<file path="config.mk">
export PLATFORM = sky130hd
export DESIGN_NAME = corrige_hamming_stream
export DESIGN_NICKNAME = d
export VERILOG_FILES = /design/src/rtl/hamming_pkg.sv /design/src/rtl/hamming_sindrome.sv /design/src/rtl/corrige_hamming_stream.sv
export SDC_FILE = /design/constraint.sdc
export NUM_CORES = 1
export LEC_CHECK = 0
export ABC_AREA = 1
export BUFFER_PORTS_ARGS = -buffer_cell sky130_fd_sc_hd__buf_4
export CAP_MARGIN = 20
export CORE_ASPECT_RATIO = 0.6
export CORE_MARGIN = 5
export CORE_UTILIZATION = 45
export CTS_BUF_LIST = sky130_fd_sc_hd__clkbuf_4 sky130_fd_sc_hd__clkbuf_8
export DETAILED_ROUTE_END_ITERATION = 8
export PLACE_DENSITY = 0.7
export SLEW_MARGIN = 5
export SYNTH_ARGS = -nofsm -noshare
export SYNTH_HDL_FRONTEND = slang
export SYNTH_SLANG_ARGS = --single-unit
</file>
<file path="constraint.sdc">
create_clock -name clk -period 2.12 [get_ports clk]
set_input_delay 0.106 -clock clk [delete_from_list [all_inputs] [get_ports clk]]
set_output_delay 0.106 -clock clk [all_outputs]
set_load 0.02 [all_outputs]
</file>
<file path="src/rtl/hamming_pkg.sv">
// Shared sizing, bit-map and status helpers for the parametrised Hamming stream corrector.
// Used by both builds: with and without HAMMING_SECDED_EN.
package hamming_pkg;

    typedef enum logic [1:0] {
        ST_OK   = 2'd0,
        ST_CORR = 2'd1,
        ST_DBL  = 2'd2
    } status_e;

    function automatic int cw_width(input int r);
        return (1 << r) - 1;
    endfunction

    function automatic int data_width(input int r);
        return (1 << r) - 1 - r;
    endfunction

    function automatic bit is_pow2(input int pos);
        return (pos > 0) && ((pos & (pos - 1)) == 0);
    endfunction

    // Bit i is set when 1-based position i+1 is covered by syndrome bit j.
    function automatic logic [63:0] mask(input int j, input int n);
        logic [63:0] m;
        m = '0;
        for (int i = 0; i < 64; i++) begin
            m[i] = (i < n) && ((((i + 1) >> j) & 1) != 0);
        end
        return m;
    endfunction

    // Codeword index of the k-th data bit (non-power-of-two positions, ascending).
    function automatic int data_index(input int k);
        int cnt;
        int res;
        cnt = 0;
        res = 0;
        for (int pos = 1; pos < 64; pos++) begin
            if (!is_pow2(pos)) begin
                if (cnt == k) res = pos - 1;
                cnt++;
            end
        end
        return res;
    endfunction

endpackage

</file>
<file path="src/rtl/hamming_sindrome.sv">
// Combinational syndrome generator; with HAMMING_SECDED_EN it also produces the
// overall parity of the full codeword.
module hamming_sindrome
    import hamming_pkg::*;
#(
    parameter int R    = 4,
    parameter int CW_W = 15
) (
    input  logic [CW_W-1:0] entrada,
`ifdef HAMMING_SECDED_EN
    output logic            paridade,
`endif
    output logic [R-1:0]    sindrome
);

    localparam int N = cw_width(R);

    always_comb begin
        logic [63:0] m;
        m = '0;
        sindrome = '0;
        for (int j = 0; j < R; j++) begin
            m = mask(j, N);
            sindrome[j] = ^(entrada[N-1:0] & m[N-1:0]);
        end
    end

`ifdef HAMMING_SECDED_EN
    assign paridade = ^entrada;
`endif

endmodule

</file>
<file path="src/rtl/corrige_hamming_stream.sv">
// Two-stage valid/ready Hamming (2^R-1) corrector with status and saturating counters.
// Define HAMMING_SECDED_EN to add the overall parity bit and double-error detection.
module corrige_hamming_stream
    import hamming_pkg::*;
#(
    parameter int R     = 4,
    parameter int CNT_W = 16,
    localparam int N    = cw_width(R),
    localparam int K    = data_width(R),
`ifdef HAMMING_SECDED_EN
    localparam int CW_W = N + 1
`else
    localparam int CW_W = N
`endif
) (
    input  logic             clk,
    input  logic             rst_n,
    input  logic [CW_W-1:0]  entrada,
    input  logic             in_valid,
    output logic             in_ready,
    output logic [K-1:0]     saida,
    output logic             out_valid,
    input  logic             out_ready,
    output logic             err_corr,
    output logic             err_dbl,
    output logic [R-1:0]     err_pos,
    input  logic             cnt_clr,
    output logic [CNT_W-1:0] cnt_corr,
    output logic [CNT_W-1:0] cnt_dbl
);

    logic          adv;
    logic          xfer;
    logic [R-1:0]  syn_nxt;
    logic          s1_valid;
    logic [N-1:0]  s1_cw;
    logic [R-1:0]  s1_syn;
    logic [N-1:0]  cw_fix;
    logic [K-1:0]  data_nxt;
    logic          flip;
    status_e       st;

    assign adv      = !out_valid || out_ready;
    assign in_ready = adv;
    assign xfer     = out_valid && out_ready;

`ifdef HAMMING_SECDED_EN
    logic par_nxt;
    logic s1_par;

    hamming_sindrome #(.R(R), .CW_W(CW_W)) u_sindrome (
        .entrada  (entrada),
        .paridade (par_nxt),
        .sindrome (syn_nxt)
    );
`else
    hamming_sindrome #(.R(R), .CW_W(CW_W)) u_sindrome (
        .entrada  (entrada),
        .sindrome (syn_nxt)
    );
`endif

    // S1: codeword and syndrome
    always_ff @(posedge clk) begin
        if (!rst_n) begin
            s1_valid <= 1'b0;
            s1_cw    <= '0;
            s1_syn   <= '0;
`ifdef HAMMING_SECDED_EN
            s1_par   <= 1'b0;
`endif
        end else if (adv) begin
            s1_valid <= in_valid;
            if (in_valid) begin
                s1_cw  <= entrada[N-1:0];
                s1_syn <= syn_nxt;
`ifdef HAMMING_SECDED_EN
                s1_par <= par_nxt;
`endif
            end
        end
    end

    always_comb begin
        st   = ST_OK;
        flip = 1'b0;
`ifdef HAMMING_SECDED_EN
        if (s1_syn != '0 && s1_par) begin
            st   = ST_CORR;
            flip = 1'b1;
        end else if (s1_syn == '0 && s1_par) begin
            st   = ST_CORR;
        end else if (s1_syn != '0) begin
            st   = ST_DBL;
        end
`else
        if (s1_syn != '0) begin
            st   = ST_CORR;
            flip = 1'b1;
        end
`endif
        cw_fix = s1_cw;
        for (int i = 0; i < N; i++) begin
            if (flip && s1_syn == R'(i + 1)) cw_fix[i] = ~s1_cw[i];
        end
    end

    for (genvar k = 0; k < K; k++) begin : g_data
        assign data_nxt[k] = cw_fix[data_index(k)];
    end

    // S2: corrected data and status
    always_ff @(posedge clk) begin
        if (!rst_n) begin
            out_valid <= 1'b0;
            saida     <= '0;
            err_corr  <= 1'b0;
            err_pos   <= '0;
        end else if (adv) begin
            out_valid <= s1_valid;
            if (s1_valid) begin
                saida    <= data_nxt;
                err_corr <= (st == ST_CORR);
                err_pos  <= s1_syn;
            end
        end
    end

    always_ff @(posedge clk) begin
        if (!rst_n) begin
            cnt_corr <= '0;
        end else if (cnt_clr) begin
            cnt_corr <= '0;
        end else if (xfer && err_corr && cnt_corr != '1) begin
            cnt_corr <= cnt_corr + CNT_W'(1);
        end
    end

`ifdef HAMMING_SECDED_EN
    always_ff @(posedge clk) begin
        if (!rst_n) begin
            err_dbl <= 1'b0;
        end else if (adv && s1_valid) begin
            err_dbl <= (st == ST_DBL);
        end
    end

    always_ff @(posedge clk) begin
        if (!rst_n) begin
            cnt_dbl <= '0;
        end else if (cnt_clr) begin
            cnt_dbl <= '0;
        end else if (xfer && err_dbl && cnt_dbl != '1) begin
            cnt_dbl <= cnt_dbl + CNT_W'(1);
        end
    end
`else
    assign err_dbl = 1'b0;
    assign cnt_dbl = '0;
`endif

endmodule

</file>
==> summary.txt, run 1 <==
Floorplan
  • Std-Cell Core Area: 6140 sq um
  • # rows: 22
  • Height of the chip: 71.7 microns
  • Starting density of the core: 0.465
  • IO Count: between 70 and 80
  • DIE AREA: 8090 sq um
  • Die Wd: 113 microns

Placed design
  • Half-perimeter wire length after placement: 5460 microns
  • Placed insts: 543
  • Port Buffers: 53
  • Routability cong.: 0.925

Clock tree
  • Clock Pin Slew Worst Setup and Hold Paths: 0.09 ns
  • Setup bufs post-CTS: 0
  • Max clock buf depth: 2
  • Clock root cell: clkbuf_8
  • Clock sinks: 49
  • Post-CTS Resized: 0
  • CTS tree: yes
  • CTS Buf Count: 5
  • CTS Hold Bufs: 0
  • CTS H-tree depth: 2
  • Worst skew pair latency: 0.30 ns

Hold path
  • Min-Delay Endpoint: s1_cw[13]$_SDFFE_PN0P_
  • HP Start: entrada[13]
  • HP Class: input port to flip-flop
  • Hold Crit Depth: 3

Pwr
  • Max VDD drop: 0.333 mV
  • Logic pwr share: 0.204
  • Power per cell area: about 590 nW/um^2
  • Sequential cell fraction of total power: 0.515
  • Leak: 1.57 nW
  • Switching part of the total: 0.306
  • P_sw: around 0.0006 W
  • Tot Pwr: 0.00195 W
  • Clock power frac: 0.281
  • Internal Power: 0.00136 W

Setup path
  • Reg-to-Reg Start: cnt_corr[0]$_SDFFE_PP0P_
  • Worst EP arrival: between 2 and 2.5 ns
  • CP Buf/Inv Count: 0
  • FF-to-FF setup slack: 0.20 ns
  • Critical path class: flip-flop to flip-flop
  • Crit-path slowest cell: dfxtp_1
  • Crit. Startpoint: cnt_corr[0]$_SDFFE_PP0P_
  • RR Endpoint: cnt_corr[9]$_SDFFE_PP0P_
  • Worst R2R Path Depth: 8
  • Critical Path Source Type: flip-flop
  • Most used cell, CP: nand2_1
  • Kind of cell adding the most delay to the critical path: simple AND/OR/NAND/NOR gates
  • WP data required: around 2.3 ns
  • Worst-path maximum fanout: 14
  • CP peak stage delay: about 0.45 ns
  • Worst setup EP type: flip-flop
  • CP cell instances: ha_1, nand3_2, nor3_4, nand2_1, nand2_1, nand2_2, o21ai_1, a21oi_2

Synthesis
  • Synth area leaders: dfxtp_1 (34%), nand2_1 (14%), inv_1 (7.5%)
  • EDFF count, synth: 0
  • Ys flop type: dfxtp_1
  • Ys async rst share: 0
  • Sequential-to-total area share from yosys stat: 0.344
  • Cell taking the most area after synthesis: dfxtp_1
  • Yosys cell types: 32
  • Post-Syn Area: 2850 sq um
  • Gate Count Post-Synth: around 420
  • Synth Register Bits: 49
  • Syn_area_per_cell: just under 7 sq um
  • Synth top area share: 0.344
  • Ys Warns: 0

Final layout
  • Inserted Diodes: 0
  • Nets@finish: 487
  • Layout Cells excl Fill: 551
  • Fill cells: between 600 and 700
  • Final core utilization: 0.541
  • Layout cells sized above 1: 0.180
  • Synth-to-layout area growth: 16.4%

STA
  • Final setup viols: 0
  • Max Slew Vio Count: 0
  • Setup TNS: 0 ns
  • Hold_ws: 0.110 ns
  • Maximum clock frequency: 0.521 GHz
  • RSZ-0062 raised after global routing: no
  • Fin crit period: roughly 1.9 ns
  • Final Skew: 0.00440 ns
  • Slew headroom: 0.494
  • Period utilization: 0.906
  • Worst-margin pin slew: between 0.7 and 0.8 ns
  • Hold Violations, Final: 0

Drt
  • Final ANT Viol Nets: 0
  • Routed via count: 2667
  • Drt first pass iters: 5
  • DRT iter0 DRCs: 286
  • WL per Instance: 13.0 microns
  • Vias per cell: around 4.8
  • # DRC: 0
  • Post-Route WL: slightly above 7000 microns

Run
  • Max-cap violations: 0

Global route
  • Largest net degree at the start of global routing: 31
  • GR Util All Layers: 0.174
  • Vias in the first global route: 2431
  • Initial antenna violation count: 0
  • GRT overflow: 0
  • First-pass GRT wire length: ~12000 microns

Status
  • Outcome: completed
==> power by group through the flow <==
| stage | combinational (W) | clock [W] | sequential (W) |
|---|---|---|---|
| 4_1_cts | 0.000398 | 0.000564 | 0.00101 |
| 6_report | 0.000399 | 0.000548 | 0.00101 |
| 5_1_grt | 0.000445 | 0.000604 | 0.00101 |
| 3_5_place_dp | 0.000395 | 0 | 0.00103 |
| 3_3_place_gp | 0.000385 | 0 | 0.00103 |
| 2_1_floorplan | 0.000262 | 0 | 0.00105 |
==> cells by family after synthesis <==
| family | after synthesis | share of synthesized area |
|---|---|---|
| and+or+nand+nor | 180 | 0.273 |
| buffers and inverters | 87 | 0.147 |
| AOI/OAI and AO/OA | 71 | 0.148 |
| DFF | 49 | 0.344 |
| xor gates and xnor gates | 27 | 0.0829 |
| adders and majority gates | 1 | 0.00438 |
| other | 1 | 0.00131 |
==> cell type report <==
| type | instances | area [sq um] | share of cell area |
|---|---|---|---|
| tap | 84 | 105 | 0.0317 |
| sequential | 49 | 981 | 0.295 |
| clock buffer | 6 | 76.3 | 0.0230 |
| timing repair buffer | 55 | 413 | 0.124 |
| clock inverter | 2 | 10.0 | 0.00301 |
| inverter | 59 | 221 | 0.0667 |
| multi-input combinational | 296 | 1510 | 0.456 |
==> synth_stat cells, types with 5 or more instances <==
library cell,count
xor2_1,14
o221ai_1,5
clkbuf_1,5
inv_1,57
o21ai_0,24
nand2_1,103
buf_4,17
dfxtp_1,49
a21oi_1,23
xnor2_1,13
a21oi_2,10
nand3_1,24
nor3_1,10
nor2_1,31
==> worst min-delay path: stages <==
cell	delay [ns]
buf_4	0.10
inv_1	0.06
a21oi_1	0.11
==> state kept, by name, summed over array words and instances (netlist names) <==
register and cells:
err_pos 4, saida 11, s1_valid 1, err_corr 1
s1_cw 11, s1_syn 4, cnt_corr 16, out_valid 1
==> worst max-delay path by stage <==
stage / end / slack (ns) / cells after the start
finish: cnt_corr[9]$_SDFFE_PP0P_ / 0.20 / 8
global route: cnt_corr[9]$_SDFFE_PP0P_ / 0.08 / 8
CTS: cnt_corr[9]$_SDFFE_PP0P_ / 0.27 / 8
detailed placement: cnt_corr[9]$_SDFFE_PP0P_ / 0.28 / 8
global placement: cnt_corr[9]$_SDFFE_PP0P_ / 0.39 / 8
floorplan: cnt_corr[11]$_SDFFE_PP0P_ / 0.42 / 9
==> per-stage QoR <==
stage | area (sq um) | setup slack (ns)
2_1_floorplan | 2910 | 0.421
3_3_place_gp | 3230 | 0.389
3_5_place_dp | 3230 | 0.283
4_1_cts | 3320 | 0.266
5_1_grt | 3320 | 0.0846
6_report | 3320 | 0.199
==> cell usage in the layout, fill, tap and decap left out <==
cell      instances
nand2_1         103
inv_1            57
buf_4            55
dfxtp_1          49
nor2_1           31
o21ai_0          24
nand3_1          24
a21oi_1          23
conb_1           17
xor2_1           14
xnor2_1          13
nor3_1           10
a21oi_2          10
o221ai_1          5
clkbuf_8          5
nand2_2           4
o21ai_1           4
o211ai_1          3
nand3_2           2
inv_2             2
clkinv_2          2
nor3b_2           1
nand4_1           1
nor3_4            1
nand2_4           1
a31oi_1           1
nor3b_1           1
nor4_1            1
a211oi_1          1
ha_1              1
clkbuf_4          1
==> layer usage <==
layer / GRT usage / up-vias / wire length, microns
met3: 0.0481 / 9 / 578
met5: 0 / - / 0
li1: - / 1381 / -
met4: 0.0320 / 0 / 52
met1: 0.256 / 1179 / 3640
met2: 0.255 / 98 / 2880
(Power assumes the default switching activity.)
==> inputs of run 2 (changes only) <==
--- a/config.mk
+++ b/config.mk
@@ -12,5 +12,5 @@
 export CORE_MARGIN = 5
 export CORE_UTILIZATION = 45
-export CTS_BUF_LIST = sky130_fd_sc_hd__clkbuf_4 sky130_fd_sc_hd__clkbuf_8
+export CTS_BUF_LIST = sky130_fd_sc_hd__clkbuf_16
 export DETAILED_ROUTE_END_ITERATION = 8
 export PLACE_DENSITY = 0.7
==> constraint.sdc (replaced) <==
create_clock -name clk -period 2.12 [get_ports clk]
set_input_delay 0.53 -clock clk [delete_from_list [all_inputs] [get_ports clk]]
set_output_delay 0.53 -clock clk [all_outputs]
set_load 0.02 [all_outputs]
==> run 2 against run 1 <==
Net effect:
- via count grew 0.71%
- cell count grew 0.36%
- sequential power is essentially flat
- combinational power is essentially flat
- fmax grew 2.7%
- wire length shrank 2.1%
- critical path depth is the same
- clock skew grew 0.0012 ns
- core utilization grew 1.1 points
- first-iteration DRC count shrank 35%
==> summary.txt, run 2 (synthesis results as in run 1) <==
Drt
  • Post-Route WL: 7000 microns (-2.1%)
  • Drt first pass iters: 5 (unchanged)
  • Vias per cell: 4.86 (+0.35%)
  • WL per Instance: 12.6 microns (-2.5%)
  • Routed via count: 2686 (+0.71%)
  • Final ANT Viol Nets: 0 (unchanged)
  • # DRC: 0 (unchanged)
  • DRT iter0 DRCs: 187 (-35%)

Final layout
  • Largest regs: cnt_corr (16), s1_cw (11), saida (11)
  • Commonest cells after routing, fill and taps aside: nand2_1 (103), inv_1 (58), buf_4 (57)
  • Nets@finish: 489 (+0.41%)
  • Inserted Diodes: 0 (unchanged)
  • Most common cell after layout, fill and taps aside: nand2_1
  • Fill cells: 596 (-1.3%)
  • Layout cells sized above 1: 0.181 (+0.00137)
  • Synth-to-layout area growth: 18.7%
  • Largest reg by FF count: cnt_corr
  • Largest register FFs: 16 (unchanged)

Floorplan
  • Std-Cell Core Area: 6140 sq um (unchanged)
  • IO Count: 71 (unchanged)
  • Die Wd: 113 microns (unchanged)
  • Height of the chip: 71.7 microns (unchanged)
  • Starting density of the core: 0.465 (unchanged)
  • # rows: 22 (unchanged)
  • DIE AREA: 8090 sq um (unchanged)

Setup path
  • Critical Path End: cnt_corr[9]$_SDFFE_PP0P_
  • RR Endpoint: cnt_corr[9]$_SDFFE_PP0P_
  • Worst R2R Path Depth: 8 (unchanged)
  • Reg-to-Reg Start: cnt_corr[0]$_SDFFE_PP0P_
  • FF-to-FF setup slack: 0.25 ns (+0.05 ns)
  • Worst EP arrival: 2.03 ns (-0.05 ns)
  • Crit. Startpoint: cnt_corr[0]$_SDFFE_PP0P_
  • Worst-path maximum fanout: 14 (unchanged)
  • Critical path class: flip-flop to flip-flop
  • WP data required: 2.28 ns (about the same)
  • Critical Path Source Type: flip-flop
  • Worst setup EP type: flip-flop

Hold path
  • HP Class: flip-flop to flip-flop
  • Hold Crit Depth: 2 (-1)

Global route
  • GR Util All Layers: 0.173 (-0.00101)
  • Vias in the first global route: 2349 (-3.4%)
  • First-pass GRT wire length: 11600 microns (+0.29%)
  • Initial antenna violation count: 0 (unchanged)
  • GRT overflow: 0 (unchanged)
  • Largest net degree at the start of global routing: 26 (-16%)

Clock tree
  • CTS Hold Bufs: 0 (unchanged)
  • Clock Pin Slew Worst Setup and Hold Paths: 0.06 ns (-0.03 ns)
  • CTS H-tree depth: 2 (unchanged)
  • Clock sinks: 49 (unchanged)
  • CTS Buf Count: 5 (unchanged)
  • Clock root cell: clkbuf_16
  • Worst skew pair latency: 0.28 ns (-0.02 ns)
  • CTS tree: yes
  • Max clock buf depth: 2 (unchanged)
  • Post-CTS Resized: 0 (unchanged)
  • Setup bufs post-CTS: 0 (unchanged)

STA
  • Hold Violations, Final: 0 (unchanged)
  • Max Slew Vio Count: 0 (unchanged)
  • Final Skew: 0.00558 ns (+0.00118 ns)
  • Final setup viols: 0 (unchanged)
  • Maximum clock frequency: 0.535 GHz (+2.7%)
  • Period utilization: 0.882 (-0.0241)
  • RSZ-0062 raised after global routing: no
  • Setup TNS: 0 ns (unchanged)
  • Fin crit period: 1.87 ns (-0.0510 ns)

Status
  • Outcome: completed

Pwr
  • Max VDD drop: 0.304 mV (-8.6%)
  • Power per cell area: 637 nW/um^2 (+8.3%)
  • Tot Pwr: 0.00216 W (+11%)
  • Leak: 1.61 nW (+2.3%)

Run
  • Max-cap violations: 0 (unchanged)

Placed design
  • Routability cong.: 0.865 (-6.5%)
  • Half-perimeter wire length after placement: 5420 microns (-0.85%)
  • Port Buffers: 53 (unchanged)
==> run 2: worst min path at each step <==
stage,startpoint,to
2_1_floorplan,s1_cw[2]$_SDFFE_PN0P_,s1_cw[2]$_SDFFE_PN0P_
3_3_place_gp,s1_valid$_SDFFE_PN0N_,s1_valid$_SDFFE_PN0N_
3_5_place_dp,s1_cw[5]$_SDFFE_PN0P_,s1_cw[5]$_SDFFE_PN0P_
4_1_cts,s1_cw[5]$_SDFFE_PN0P_,s1_cw[5]$_SDFFE_PN0P_
5_1_grt,s1_valid$_SDFFE_PN0N_,s1_valid$_SDFFE_PN0N_
6_report,s1_valid$_SDFFE_PN0N_,s1_valid$_SDFFE_PN0N_
==> run 2: report_power, final <==
group	leakage (nW)	switching [W]	internal [W]	total, W
Sequential	0.402	0.0000373	0.000971	0.00101
Clock	0.0748	0.000321	0.000429	0.000750
Combinational	1.13	0.000255	0.000146	0.000401
Total	1.61	0.000614	0.00155	0.00216
==> run 2: stage by stage <==
stage                     instance area, sq um  setup slack [ns]  hold WS (ns)  std cells   util
after floorplan                           2910             0.421         0.435        432      -
after global placement                    3250             0.381         0.449        545  0.529
after detailed placement                  3250             0.315         0.457        545  0.529
after CTS                                 3390             0.280         0.467        553  0.552
after global routing                      3390             0.117         0.484        553  0.552
final                                     3390             0.250         0.462        553  0.552
==> run 2: worst max-delay path: stages, from the launching register on <==
cell and delay, ns:
dfxtp_1 0.41, ha_1 0.28, nand3_2 0.14, nor3_4 0.27, nand2_1 0.12, nand2_1 0.09
nand2_2 0.19, o21ai_1 0.17, a21oi_2 0.06
==> run 2: layout make-up <==
class | count | area, sq um | share of cell area
multi-input combinational | 296 | 1510 | 0.447
sequential | 49 | 981 | 0.290
timing repair buffer | 57 | 428 | 0.126
inverter | 59 | 221 | 0.0654
clock buffer | 5 | 125 | 0.0369
tap | 84 | 105 | 0.0310
clock inverter | 3 | 13.8 | 0.00406
==> run 2: routing by layer <==
layer / track usage / wire, microns / share of wire / vias up
met3: 0.0422 / 596 / 0.085 / 4
met2: 0.238 / 2780 / 0.40 / 90
li1: - / - / - / 1388
met4: 0.0240 / 13 / 0.0019 / 0
met1: 0.273 / 3610 / 0.52 / 1204
met5: 0 / 0 / 0 / -
